<file path="src/rtl/control_unit_pkg.sv">
// control_unit_pkg: shared codes for the copperv control unit.
// Holds the instruction type codes, the datapath select codes with their widths,
// and the sequencer state encoding. CU_ILLEGAL_TRAP_EN adds the HALT state.
package control_unit_pkg;

    localparam int unsigned INST_TYPE_WIDTH    = 3;
    localparam int unsigned ALU_DIN2_SEL_WIDTH = 1;
    localparam int unsigned RD_DIN_SEL_WIDTH   = 1;
    localparam int unsigned PC_NEXT_SEL_WIDTH  = 1;
    localparam int unsigned CU_STATE_WIDTH     = 3;

    // Code 0 and 5..7 are undefined instruction types.
    typedef enum logic [INST_TYPE_WIDTH-1:0] {
        INST_TYPE_ILLEGAL = 3'd0,
        INST_TYPE_IMM     = 3'd1,
        INST_TYPE_INT_IMM = 3'd2,
        INST_TYPE_INT_REG = 3'd3,
        INST_TYPE_BRANCH  = 3'd4
    } inst_type_e;

    typedef enum logic [ALU_DIN2_SEL_WIDTH-1:0] {
        ALU_DIN2_IMM = 1'b0,
        ALU_DIN2_RS2 = 1'b1
    } alu_din2_sel_e;

    typedef enum logic [RD_DIN_SEL_WIDTH-1:0] {
        RD_DIN_IMM = 1'b0,
        RD_DIN_ALU = 1'b1
    } rd_din_sel_e;

    typedef enum logic [PC_NEXT_SEL_WIDTH-1:0] {
        PC_NEXT_INC    = 1'b0,
        PC_NEXT_BRANCH = 1'b1
    } pc_next_sel_e;

    typedef enum logic [CU_STATE_WIDTH-1:0] {
        CU_RESET     = 3'd0,
        CU_FETCH     = 3'd1,
        CU_DECODE    = 3'd2,
        CU_EXEC      = 3'd3,
        CU_WRITEBACK = 3'd4
`ifdef CU_ILLEGAL_TRAP_EN
        , CU_HALT    = 3'd5
`endif
    } cu_state_e;

endpackage

</file>
<file path="src/rtl/control_unit_if.sv">
// control_unit_if: fetch handshake, decoder input and datapath strobes of the
// control unit. master = control unit side, slave = fetch port / datapath side.
interface control_unit_if;
    import control_unit_pkg::*;

    logic                       inst_fetch;
    logic                       inst_valid;
    logic                       inst_load;
    logic [INST_TYPE_WIDTH-1:0] inst_type;
    logic                       alu_comp;
    logic                       rs1_en;
    logic                       rs2_en;
    logic                       alu_en;
    alu_din2_sel_e              alu_din2_sel;
    logic                       rd_en;
    rd_din_sel_e                rd_din_sel;
    logic                       pc_en;
    pc_next_sel_e               pc_next_sel;
    logic                       inst_retired;
    logic                       halted;

    modport master (
        input  inst_valid, inst_type, alu_comp,
        output inst_fetch, inst_load, rs1_en, rs2_en, alu_en, alu_din2_sel,
               rd_en, rd_din_sel, pc_en, pc_next_sel, inst_retired, halted
    );

    modport slave (
        output inst_valid, inst_type, alu_comp,
        input  inst_fetch, inst_load, rs1_en, rs2_en, alu_en, alu_din2_sel,
               rd_en, rd_din_sel, pc_en, pc_next_sel, inst_retired, halted
    );
endinterface

</file>
<file path="src/rtl/control_unit.sv">
// control_unit: multi-cycle FETCH -> DECODE -> EXEC -> WRITEBACK sequencer.
// Ports:
//   clk  - core clock, rising edge
//   rst  - synchronous active-low reset
//   bus  - control_unit_if.master: fetch handshake (inst_fetch/inst_valid/inst_load),
//          decoder type (inst_type), branch compare (alu_comp), datapath strobes
//          and selects, inst_retired pulse, halted flag
// Macro CU_ILLEGAL_TRAP_EN: undefined instruction types halt the core until reset;
// without it they retire as NOPs and halted is tied to 0.
module control_unit
    import control_unit_pkg::*;
(
    input  logic                  clk,
    input  logic                  rst,
    control_unit_if.master        bus
);

    cu_state_e     state_q, state_d;
    logic          taken_q, taken_d;

    logic          inst_fetch_c, inst_load_c;
    logic          rs1_en_c, rs2_en_c, alu_en_c, rd_en_c, pc_en_c;
    logic          inst_retired_c, halted_c;
    alu_din2_sel_e alu_din2_sel_c;
    rd_din_sel_e   rd_din_sel_c;
    pc_next_sel_e  pc_next_sel_c;

    // State and branch-taken registers.
    always_ff @(posedge clk) begin
        if (!rst) begin
            state_q <= CU_RESET;
            taken_q <= 1'b0;
        end else begin
            state_q <= state_d;
            taken_q <= taken_d;
        end
    end

    // Next state and output decode.
    always_comb begin
        state_d        = state_q;
        taken_d        = taken_q;
        inst_fetch_c   = 1'b0;
        inst_load_c    = 1'b0;
        rs1_en_c       = 1'b0;
        rs2_en_c       = 1'b0;
        alu_en_c       = 1'b0;
        alu_din2_sel_c = ALU_DIN2_IMM;
        rd_en_c        = 1'b0;
        rd_din_sel_c   = RD_DIN_IMM;
        pc_en_c        = 1'b0;
        pc_next_sel_c  = PC_NEXT_INC;
        inst_retired_c = 1'b0;
        halted_c       = 1'b0;

        case (state_q)
            CU_RESET: state_d = CU_FETCH;

            CU_FETCH: begin
                inst_fetch_c = 1'b1;
                // A fetch completing while reset is low is abandoned.
                if (bus.inst_valid && rst) begin
                    inst_load_c = 1'b1;
                    state_d     = CU_DECODE;
                end
            end

            CU_DECODE: begin
                state_d = CU_EXEC;
                case (bus.inst_type)
                    INST_TYPE_IMM:     ;
                    INST_TYPE_INT_IMM: rs1_en_c = 1'b1;
                    INST_TYPE_INT_REG,
                    INST_TYPE_BRANCH: begin
                        rs1_en_c = 1'b1;
                        rs2_en_c = 1'b1;
                    end
`ifdef CU_ILLEGAL_TRAP_EN
                    default:           state_d = CU_HALT;
`else
                    default:           ;
`endif
                endcase
            end

            CU_EXEC: begin
                state_d = CU_WRITEBACK;
                case (bus.inst_type)
                    INST_TYPE_INT_IMM: alu_en_c = 1'b1;
                    INST_TYPE_INT_REG: begin
                        alu_en_c       = 1'b1;
                        alu_din2_sel_c = ALU_DIN2_RS2;
                    end
                    INST_TYPE_BRANCH: begin
                        alu_en_c       = 1'b1;
                        alu_din2_sel_c = ALU_DIN2_RS2;
                        taken_d        = bus.alu_comp;
                    end
                    default: ;
                endcase
            end

            CU_WRITEBACK: begin
                state_d        = CU_FETCH;
                pc_en_c        = 1'b1;
                inst_retired_c = 1'b1;
                case (bus.inst_type)
                    INST_TYPE_IMM: rd_en_c = 1'b1;
                    INST_TYPE_INT_IMM,
                    INST_TYPE_INT_REG: begin
                        rd_en_c      = 1'b1;
                        rd_din_sel_c = RD_DIN_ALU;
                    end
                    INST_TYPE_BRANCH:
                        pc_next_sel_c = taken_q ? PC_NEXT_BRANCH : PC_NEXT_INC;
                    default: ;
                endcase
            end

`ifdef CU_ILLEGAL_TRAP_EN
            CU_HALT: halted_c = 1'b1;
`endif

            default: state_d = CU_RESET;
        endcase
    end

    assign bus.inst_fetch   = inst_fetch_c;
    assign bus.inst_load    = inst_load_c;
    assign bus.rs1_en       = rs1_en_c;
    assign bus.rs2_en       = rs2_en_c;
    assign bus.alu_en       = alu_en_c;
    assign bus.alu_din2_sel = alu_din2_sel_c;
    assign bus.rd_en        = rd_en_c;
    assign bus.rd_din_sel   = rd_din_sel_c;
    assign bus.pc_en        = pc_en_c;
    assign bus.pc_next_sel  = pc_next_sel_c;
    assign bus.inst_retired = inst_retired_c;
    assign bus.halted       = halted_c;

endmodule

</file>
<file path="src/flat_wrapper.sv">
// flat-port wrapper written by rule: the top's interface ports become plain ports
module control_unit_flat import control_unit_pkg::*;
  (clk, rst, bus_inst_valid, bus_inst_type, bus_alu_comp, bus_inst_fetch, bus_inst_load, bus_rs1_en, bus_rs2_en, bus_alu_en, bus_alu_din2_sel, bus_rd_en, bus_rd_din_sel, bus_pc_en, bus_pc_next_sel, bus_inst_retired, bus_halted);
  control_unit_if bus_i ();
  input  logic clk;
  input  logic rst;
  input wire logic [$bits(bus_i.inst_valid)-1:0] bus_inst_valid;
  input wire logic [$bits(bus_i.inst_type)-1:0] bus_inst_type;
  input wire logic [$bits(bus_i.alu_comp)-1:0] bus_alu_comp;
  output wire logic [$bits(bus_i.inst_fetch)-1:0] bus_inst_fetch;
  output wire logic [$bits(bus_i.inst_load)-1:0] bus_inst_load;
  output wire logic [$bits(bus_i.rs1_en)-1:0] bus_rs1_en;
  output wire logic [$bits(bus_i.rs2_en)-1:0] bus_rs2_en;
  output wire logic [$bits(bus_i.alu_en)-1:0] bus_alu_en;
  output wire logic [$bits(bus_i.alu_din2_sel)-1:0] bus_alu_din2_sel;
  output wire logic [$bits(bus_i.rd_en)-1:0] bus_rd_en;
  output wire logic [$bits(bus_i.rd_din_sel)-1:0] bus_rd_din_sel;
  output wire logic [$bits(bus_i.pc_en)-1:0] bus_pc_en;
  output wire logic [$bits(bus_i.pc_next_sel)-1:0] bus_pc_next_sel;
  output wire logic [$bits(bus_i.inst_retired)-1:0] bus_inst_retired;
  output wire logic [$bits(bus_i.halted)-1:0] bus_halted;
  assign bus_i.inst_valid = bus_inst_valid;
  assign bus_i.inst_type = bus_inst_type;
  assign bus_i.alu_comp = bus_alu_comp;
  assign bus_inst_fetch = bus_i.inst_fetch;
  assign bus_inst_load = bus_i.inst_load;
  assign bus_rs1_en = bus_i.rs1_en;
  assign bus_rs2_en = bus_i.rs2_en;
  assign bus_alu_en = bus_i.alu_en;
  assign bus_alu_din2_sel = bus_i.alu_din2_sel;
  assign bus_rd_en = bus_i.rd_en;
  assign bus_rd_din_sel = bus_i.rd_din_sel;
  assign bus_pc_en = bus_i.pc_en;
  assign bus_pc_next_sel = bus_i.pc_next_sel;
  assign bus_inst_retired = bus_i.inst_retired;
  assign bus_halted = bus_i.halted;
  control_unit u_core (.clk(clk), .rst(rst), .bus(bus_i));
endmodule
</file>
<file path="config.mk">
export PLATFORM = sky130hd
export DESIGN_NAME = control_unit_flat
export DESIGN_NICKNAME = d
export VERILOG_FILES = /design/src/rtl/control_unit_pkg.sv /design/src/rtl/control_unit_if.sv /design/src/rtl/control_unit.sv /design/src/flat_wrapper.sv
export SDC_FILE = /design/constraint.sdc
export NUM_CORES = 1
export LEC_CHECK = 0
export BUFFER_PORTS_ARGS = -buffer_cell sky130_fd_sc_hd__buf_2
export CORE_AREA = 2 2 39 41
export DETAILED_ROUTE_END_ITERATION = 6
export DIE_AREA = 0 0 41 43
export PLACE_DENSITY = 0.45
export SLEW_MARGIN = 5
export SYNTH_ARGS = -nofsm -noshare
export SYNTH_HDL_FRONTEND = slang
export SYNTH_SLANG_ARGS = --single-unit
</file>
<file path="constraint.sdc">
create_clock -name clk -period 0.93 [get_ports clk]
set_clock_uncertainty 0.15 [all_clocks]
set_input_delay 0.1395 -clock clk [delete_from_list [all_inputs] [get_ports clk]]
set_output_delay 0.1395 -clock clk [all_outputs]
set_load 0.1 [all_outputs]
</file>
==> out/metrics.csv, run 1 <==
stage,metric,value,unit
timing,Final Worst Setup Slack,-0.608,ns
yosys,cell with the most instances after synthesis,nor2_1,
critical_path,max incr delay on CP,0.36,ns
die,die area,1760,µm²
global_routing,global-route wire length before repair,1.15,mm
yosys,"top cells by count, synth","10 x nor2_1, 4 x dfxtp_1, 3 x a21oi_1, 3 x nand2_1",
critical_path,R2R depth,3,
power,PwrDens,906,nW/µm²
route,TritonRoute pass-1 iters,1,
yosys,#FFs+latches synth,4,
timing,Fin. Hold Viols,0,
global_routing,grt ovf,0,
critical_path,Worst setup startpoint,u_core.state_q[0]$_SDFFE_PN0P_,
placement,Detailed Place HPWL,639,µm
die,Die H,43,µm
cells_and_area,final non-filler cell total,87,
critical_path,Worst EP required,0.64,ns
placement,Placer Congestion,0.658,
die,initial core utilization,0.199,
yosys,asr flop ratio synth,0,
die,num rows,14,
yosys,post-synth top area share,0.291,
timing,fmax,650,MHz
yosys,Post-Syn Area,275,µm²
clock_tree,CTS tree,yes,
global_routing,Overall Global Routing Usage,0.0976,
hold_path,HP Start,bus_alu_comp,
clock_tree,"Hold-fix buffers, CTS",0,
timing,Finish-stage setup viols,15,
route,Post-Route WL,756,µm
route,via count,356,
yosys,largest cells by area after synthesis,"dfxtp_1 29%, nor2_1 14%, a21oi_1 5.5%",
yosys,Avg Inst Size Synth,7.06,µm²
clock_tree,clk root buf,clkbuf_4,
global_routing,largest net degree at the start of global routing,9,
yosys,Post-Syn Nets,46,
yosys,Synth Instances,39,
clock_tree,TritonCTS buffer count,3,
hold_path,WHS Endpoint,u_core.taken_q$_SDFFE_PN0P_,
flow_run,MaxCap Viol Count,0,
outcome,status,finished with violations,
placement,placed instance count,83,
cells_and_area,Diodes inserted,0,
clock_tree,Worst-Skew Late Latency,0.23,ns
route,drt first-iter violations,0,
route,vias per cell,4.09,
yosys,Post-synth EDFFs,0,
yosys,"area leader, netlist",dfxtp_1,
hold_path,Hold Crit Depth,3,
power,total power of the final layout,0.701,mW
critical_path,slowest CP cell,dfxtp_4,
timing,post-route clock period utilization,1.65,
critical_path,Crit Path Class,reg2out,
power,Leak Pwr,0.327,nW
critical_path,WP data arrival,1.25,ns
placement,IO Port Bufs,17,
clock_tree,# H-tree levels,1,
clock_tree,clk sinks,4,
timing,unrepaired setup endpoints after global routing,true,
cells_and_area,Final nets,80,
route,DRC violations left,0,
timing,Final Critical Period,1.54,ns
clock_tree,"Reg clk slew, reported paths",0.04,ns
global_routing,initial antenna violation count,0,
die,I/O pin total,19,
yosys,register area share after synthesis,0.291,
hold_path,Hold Crit Class,in2reg,
critical_path,Critical Path Fanout Max,7,
global_routing,vias in the first global route,311,
critical_path,Worst Setup Start Kind,flip-flop,
cells_and_area,P&R area growth vs syn,181,%
outcome,failing checks,negative setup slack,
critical_path,FF-to-FF End,u_core.state_q[2]$_SDFFE_PN0P_,
die,Die X,41,µm
route,Antenna Nets Post-Route,0,
timing,Pins Over Slew Limit,0,
yosys,Synth Flop Type,dfxtp_1,
critical_path,critical path endpoint category,primary output,
clock_tree,CTS Buffer Depth,2,
critical_path,R2R Setup Slk,-0.17,ns
die,area of the core,1380,µm²
yosys,YS warnings,0,
route,DR WL/cell,8.69,µm
yosys,Synth cell types,18,
cells_and_area,layout cells sized above 1,0.732,
critical_path,worst path cell trace,"nor3_4, nor3b_4, buf_12",
critical_path,Reg2Reg Launch Point,u_core.state_q[1]$_SDFFE_PN0P_,
power,Max VDD drop,725,µV
[state kept, by name (all words and copies together) (netlist names)]
register,cells
u_core.state_q,3
u_core.taken_q,1
[logic make-up (layout without fill, tap and decap cells)]
group                  count (synthesis)  in the layout  synth area share
AO/OA/AOI/OAI                          4              4            0.0727
other                                  1              1            0.0136
AND/OR/NAND/NOR                       25             25             0.505
flip-flops                             4              4             0.291
multiplexers                           1              1            0.0364
buffers and inverters                  4             36            0.0818
[per-stage QoR]
stage | setup WS (ns) | TNS, ns | instance area [µm²] | hold slack (ns) | utilization
after global placement | -0.383 | -4.29 | 702 | 0.246 | 0.507
after CTS | -0.621 | -6.76 | 741 | 0.00269 | 0.535
after global routing | -0.634 | -7.18 | 773 | 0.0348 | 0.559
after floorplan | -1.53 | -8.10 | 349 | 0.117 | -
final | -0.608 | -6.40 | 773 | 0.00500 | 0.559
after detailed placement | -0.394 | -4.28 | 702 | 0.250 | 0.507
[layout make-up]
class / instances / area (µm²)
fillers: 128 / 611
repair buffers: 31 / 369
multi-input cells: 31 / 263
flip-flops and latches: 4 / 88.8
clock buffers: 3 / 22.5
well taps: 16 / 20.0
inverters: 2 / 10.0
[metal layers]
layer	up-vias	track usage	part of all wire
met5	-	0	0
met4	0	0.0800	0
met3	0	0.0157	0.065
met2	12	0.138	0.52
met1	152	0.123	0.41
li1	192	-	-
[cells in the final DEF, fill, tap and decap left out, drive strengths merged]
master,Yosys,layout
nand3b,1,1
conb,1,1
nor2b,1,1
dfxtp,4,4
and4,1,1
inv,2,2
nand2,3,3
nor3b,3,3
o21ai,1,1
nor3,1,1
nand3,1,1
nor2,10,10
and3,2,2
mux2i,1,1
buf,2,31
a21oi,3,3
clkbuf,0,3
nand2b,2,2
[timing repair]
item                                    4_1_cts  5_1_grt
gates cloned                                  0        0
endpoints found under the hold margin         0        0
resized for setup                             3       10
endpoints found under the setup margin       15       15
setup buffers                                 1        1
pin swaps                                     0        5
[report_power, final]
part           internal [mW]  total, mW  switching, mW
logic                  0.122      0.297          0.175
clock network          0.144      0.209         0.0648
registers              0.180      0.195         0.0153
[worst max path at each step]
stage          slack, ns         end
2_1_floorplan      -1.53   bus_rd_en
3_3_place_gp       -0.38  bus_rs2_en
3_5_place_dp       -0.39  bus_rs2_en
4_1_cts            -0.62   bus_rd_en
5_1_grt            -0.63   bus_rd_en
6_report           -0.61   bus_rd_en
[critical path, delay by kind of cell (launching register included)]
kind / cells / cell delay [ns]
buffers and inverters: 1 / 0.20
AND/OR/NAND/NOR: 2 / 0.46
flip-flops: 1 / 0.36
Note: power is estimated with default switching activity, not from simulation.
==> inputs of run 2 (changes only) <==
--- a/config.mk
+++ b/config.mk
@@ -11,2 +11,3 @@
 export DIE_AREA = 0 0 41 43
+export GPL_TIMING_DRIVEN = 0
 export PLACE_DENSITY = 0.45
--- a/constraint.sdc
+++ b/constraint.sdc
@@ -4,2 +4,2 @@
 set_output_delay 0.1395 -clock clk [all_outputs]
-set_load 0.1 [all_outputs]
+set_load 0.005 [all_outputs]
==> run 2 against run 1 <==
Die area stayed put. Clock power is 16% higher. Clock-buffer cell count is 1 higher. Fmax is 8.9% higher. The run still ends with negative setup slack left. Cell count is 2.3% lower. Sequential share of layout area is 4.3 points higher. First-iteration DRC count is 2 higher. Core utilization is 15 points lower. Setup slack better by 0.13 ns.
==> out/metrics.csv, run 2 (synthesized netlist as in run 1, its figures left out) <==
stage,metric,value,unit
critical_path,Worst Setup Start Kind,flip-flop,
cells_and_area,most frequent cells in the layout,"16 x buf_2, 9 x nor2_1, 7 x buf_4",
critical_path,Reg2Reg Launch Point,u_core.state_q[2]$_SDFFE_PN0P_,
placement,Placer Congestion,0.702,
power,Clock Power Share,0.429,
cells_and_area,Top reg by flops,u_core.state_q,
clock_tree,"Reg clk slew, reported paths",0.04,ns
critical_path,Critical Path Fanout Max,5,
global_routing,grt ovf,0,
power,Psw,0.154,mW
global_routing,vias in the first global route,330,
timing,Fin Setup TNS,-5.10,ns
clock_tree,# H-tree levels,1,
timing,Finish-stage setup viols,15,
critical_path,Crit Path Class,reg2out,
critical_path,R2R Setup Slk,-0.14,ns
cells_and_area,P&R area growth vs syn,105,%
timing,Fin. Hold Viols,0,
route,DRC violations left,0,
timing,Pins Over Slew Limit,0,
die,area of the core,1380,µm²
hold_path,Hold Crit Class,in2reg,
cells_and_area,Final nets,77,
flow_run,MaxCap Viol Count,0,
route,TritonRoute pass-1 iters,4,
power,Max VDD drop,683,µV
power,Switching Share,0.272,
cells_and_area,max FFs per register,3,
timing,post-route clock period utilization,1.52,
timing,unrepaired setup endpoints after global routing,true,
cells_and_area,Largest regs,"u_core.state_q x3, u_core.taken_q x1",
global_routing,global-route wire length before repair,1.27,mm
route,via count,366,
global_routing,Overall Global Routing Usage,0.108,
hold_path,HP Start,rst,
outcome,failing checks,negative setup slack,
placement,IO Port Bufs,17,
clock_tree,clk root buf,clkbuf_4,
route,vias per cell,4.31,
cells_and_area,layout cells sized above 1,0.623,
timing,Final Worst Setup Slack,-0.482,ns
hold_path,WHS Endpoint,u_core.state_q[1]$_SDFFE_PN0P_,
route,Antenna Nets Post-Route,0,
placement,post-placement cell area,407,µm²
power,Comb pwr share,0.225,
cells_and_area,final instance area,564,µm²
placement,Detailed Place HPWL,607,µm
cells_and_area,Fill cells,156,
power,Seq pwr share,0.346,
power,Pint,0.411,mW
route,Post-Route WL,811,µm
critical_path,critical path endpoint category,primary output,
critical_path,WP data arrival,1.12,ns
route,drt first-iter violations,2,
clock_tree,CTS tree,yes,
timing,Final Critical Period,1.41,ns
die,Die H,43,µm
die,initial core utilization,0.199,
global_routing,initial antenna violation count,0,
critical_path,FF-to-FF End,u_core.state_q[0]$_SDFFE_PN0P_,
power,PwrDens,1000,nW/µm²
die,num rows,14,
hold_path,Hold Crit Depth,3,
clock_tree,CTS Buffer Depth,2,
clock_tree,Worst-Skew Late Latency,0.24,ns
die,Die X,41,µm
cells_and_area,final core utilization,0.408,
route,DR WL/cell,9.54,µm
global_routing,largest net degree at the start of global routing,8,
outcome,status,finished with violations,
die,die area,1760,µm²
power,Leak Pwr,0.283,nW
timing,fmax,708,MHz
cells_and_area,"most common cell after layout, fill and taps aside",buf_2,
clock_tree,TritonCTS buffer count,3,
cells_and_area,Diodes inserted,0,
die,I/O pin total,19,
clock_tree,clk sinks,4,
critical_path,Worst EP required,0.64,ns
critical_path,R2R depth,5,
## run 2: changes by cell type in the layout (fill, tap and decap cells not counted), moves of 2 or more
cell,before,now
nor2_1,5,9
nor3b_2,0,2
and3_1,0,2
and3_2,2,0
nor3b_4,3,1
buf_4,12,7
buf_12,11,0
nor2_4,5,0
buf_2,5,16
## run 2: power groups by stage
stage	Sequential (mW)	Clock [mW]	Combinational, mW
detailed placement	0.201	0	0.0859
CTS	0.195	0.256	0.121
finish	0.195	0.242	0.127
global placement	0.200	0	0.0851
floorplan	0.196	0	0.0486
global route	0.198	0.270	0.141
## run 2: area by class of cell
cell class              count  area, µm²  share of cell area
inverters                   2       12.5              0.0222
repair buffers             26        173               0.306
flip-flops and latches      4       88.8               0.157
multi-input cells          31        229               0.406
clock buffers               4       26.3              0.0466
plain buffers               2       15.0              0.0266
well taps                  16       20.0              0.0355
## run 2: metal layers
metal / global-route usage / wire length, µm / vias to the layer above
met2: 0.172 / 396 / 16
li1: - / - / 186
met4: 0.0800 / 6 / 0
met5: 0 / 0 / -
met1: 0.113 / 334 / 162
met3: 0.0314 / 73 / 2
## run 2: timing repair
item	in CTS	in global routing
hold endpoints to repair	1	0
cloned	0	0
hold buffers	1	0
resized for setup	11	3
buffers inserted	5	3
setup endpoints to repair	13	15
pin swaps	3	1
## run 2: worst max path at each step
stage,cells after the start,to,from
floorplan,2,bus_rd_en,u_core.state_q[0]$_SDFFE_PN0P_
global placement,4,u_core.taken_q$_SDFFE_PN0P_,bus_inst_type[0]
detailed placement,4,bus_rs1_en,u_core.state_q[0]$_SDFFE_PN0P_
CTS,3,bus_rd_en,u_core.state_q[0]$_SDFFE_PN0P_
global route,4,bus_rd_en,u_core.state_q[2]$_SDFFE_PN0P_
finish,6,bus_alu_en,u_core.state_q[2]$_SDFFE_PN0P_
## run 2: worst max-delay path: stages (launching register included)
cell	delay, ns
dfxtp_2	0.35
clkinv_4	0.07
buf_4	0.13
buf_6	0.11
nand3_4	0.06
nor2_1	0.04
buf_2	0.12
## run 2: through the flow
step	worst slack [ns]	hold WS (ns)	power, mW	std cells
finish	-0.482	0.0198	0.565	85
global route	-0.557	0.0278	0.609	85
CTS	-0.493	0.0138	0.572	82
detailed placement	-0.261	0.254	0.286	72
global placement	-0.240	0.250	0.285	72
floorplan	-0.111	0.117	0.245	39
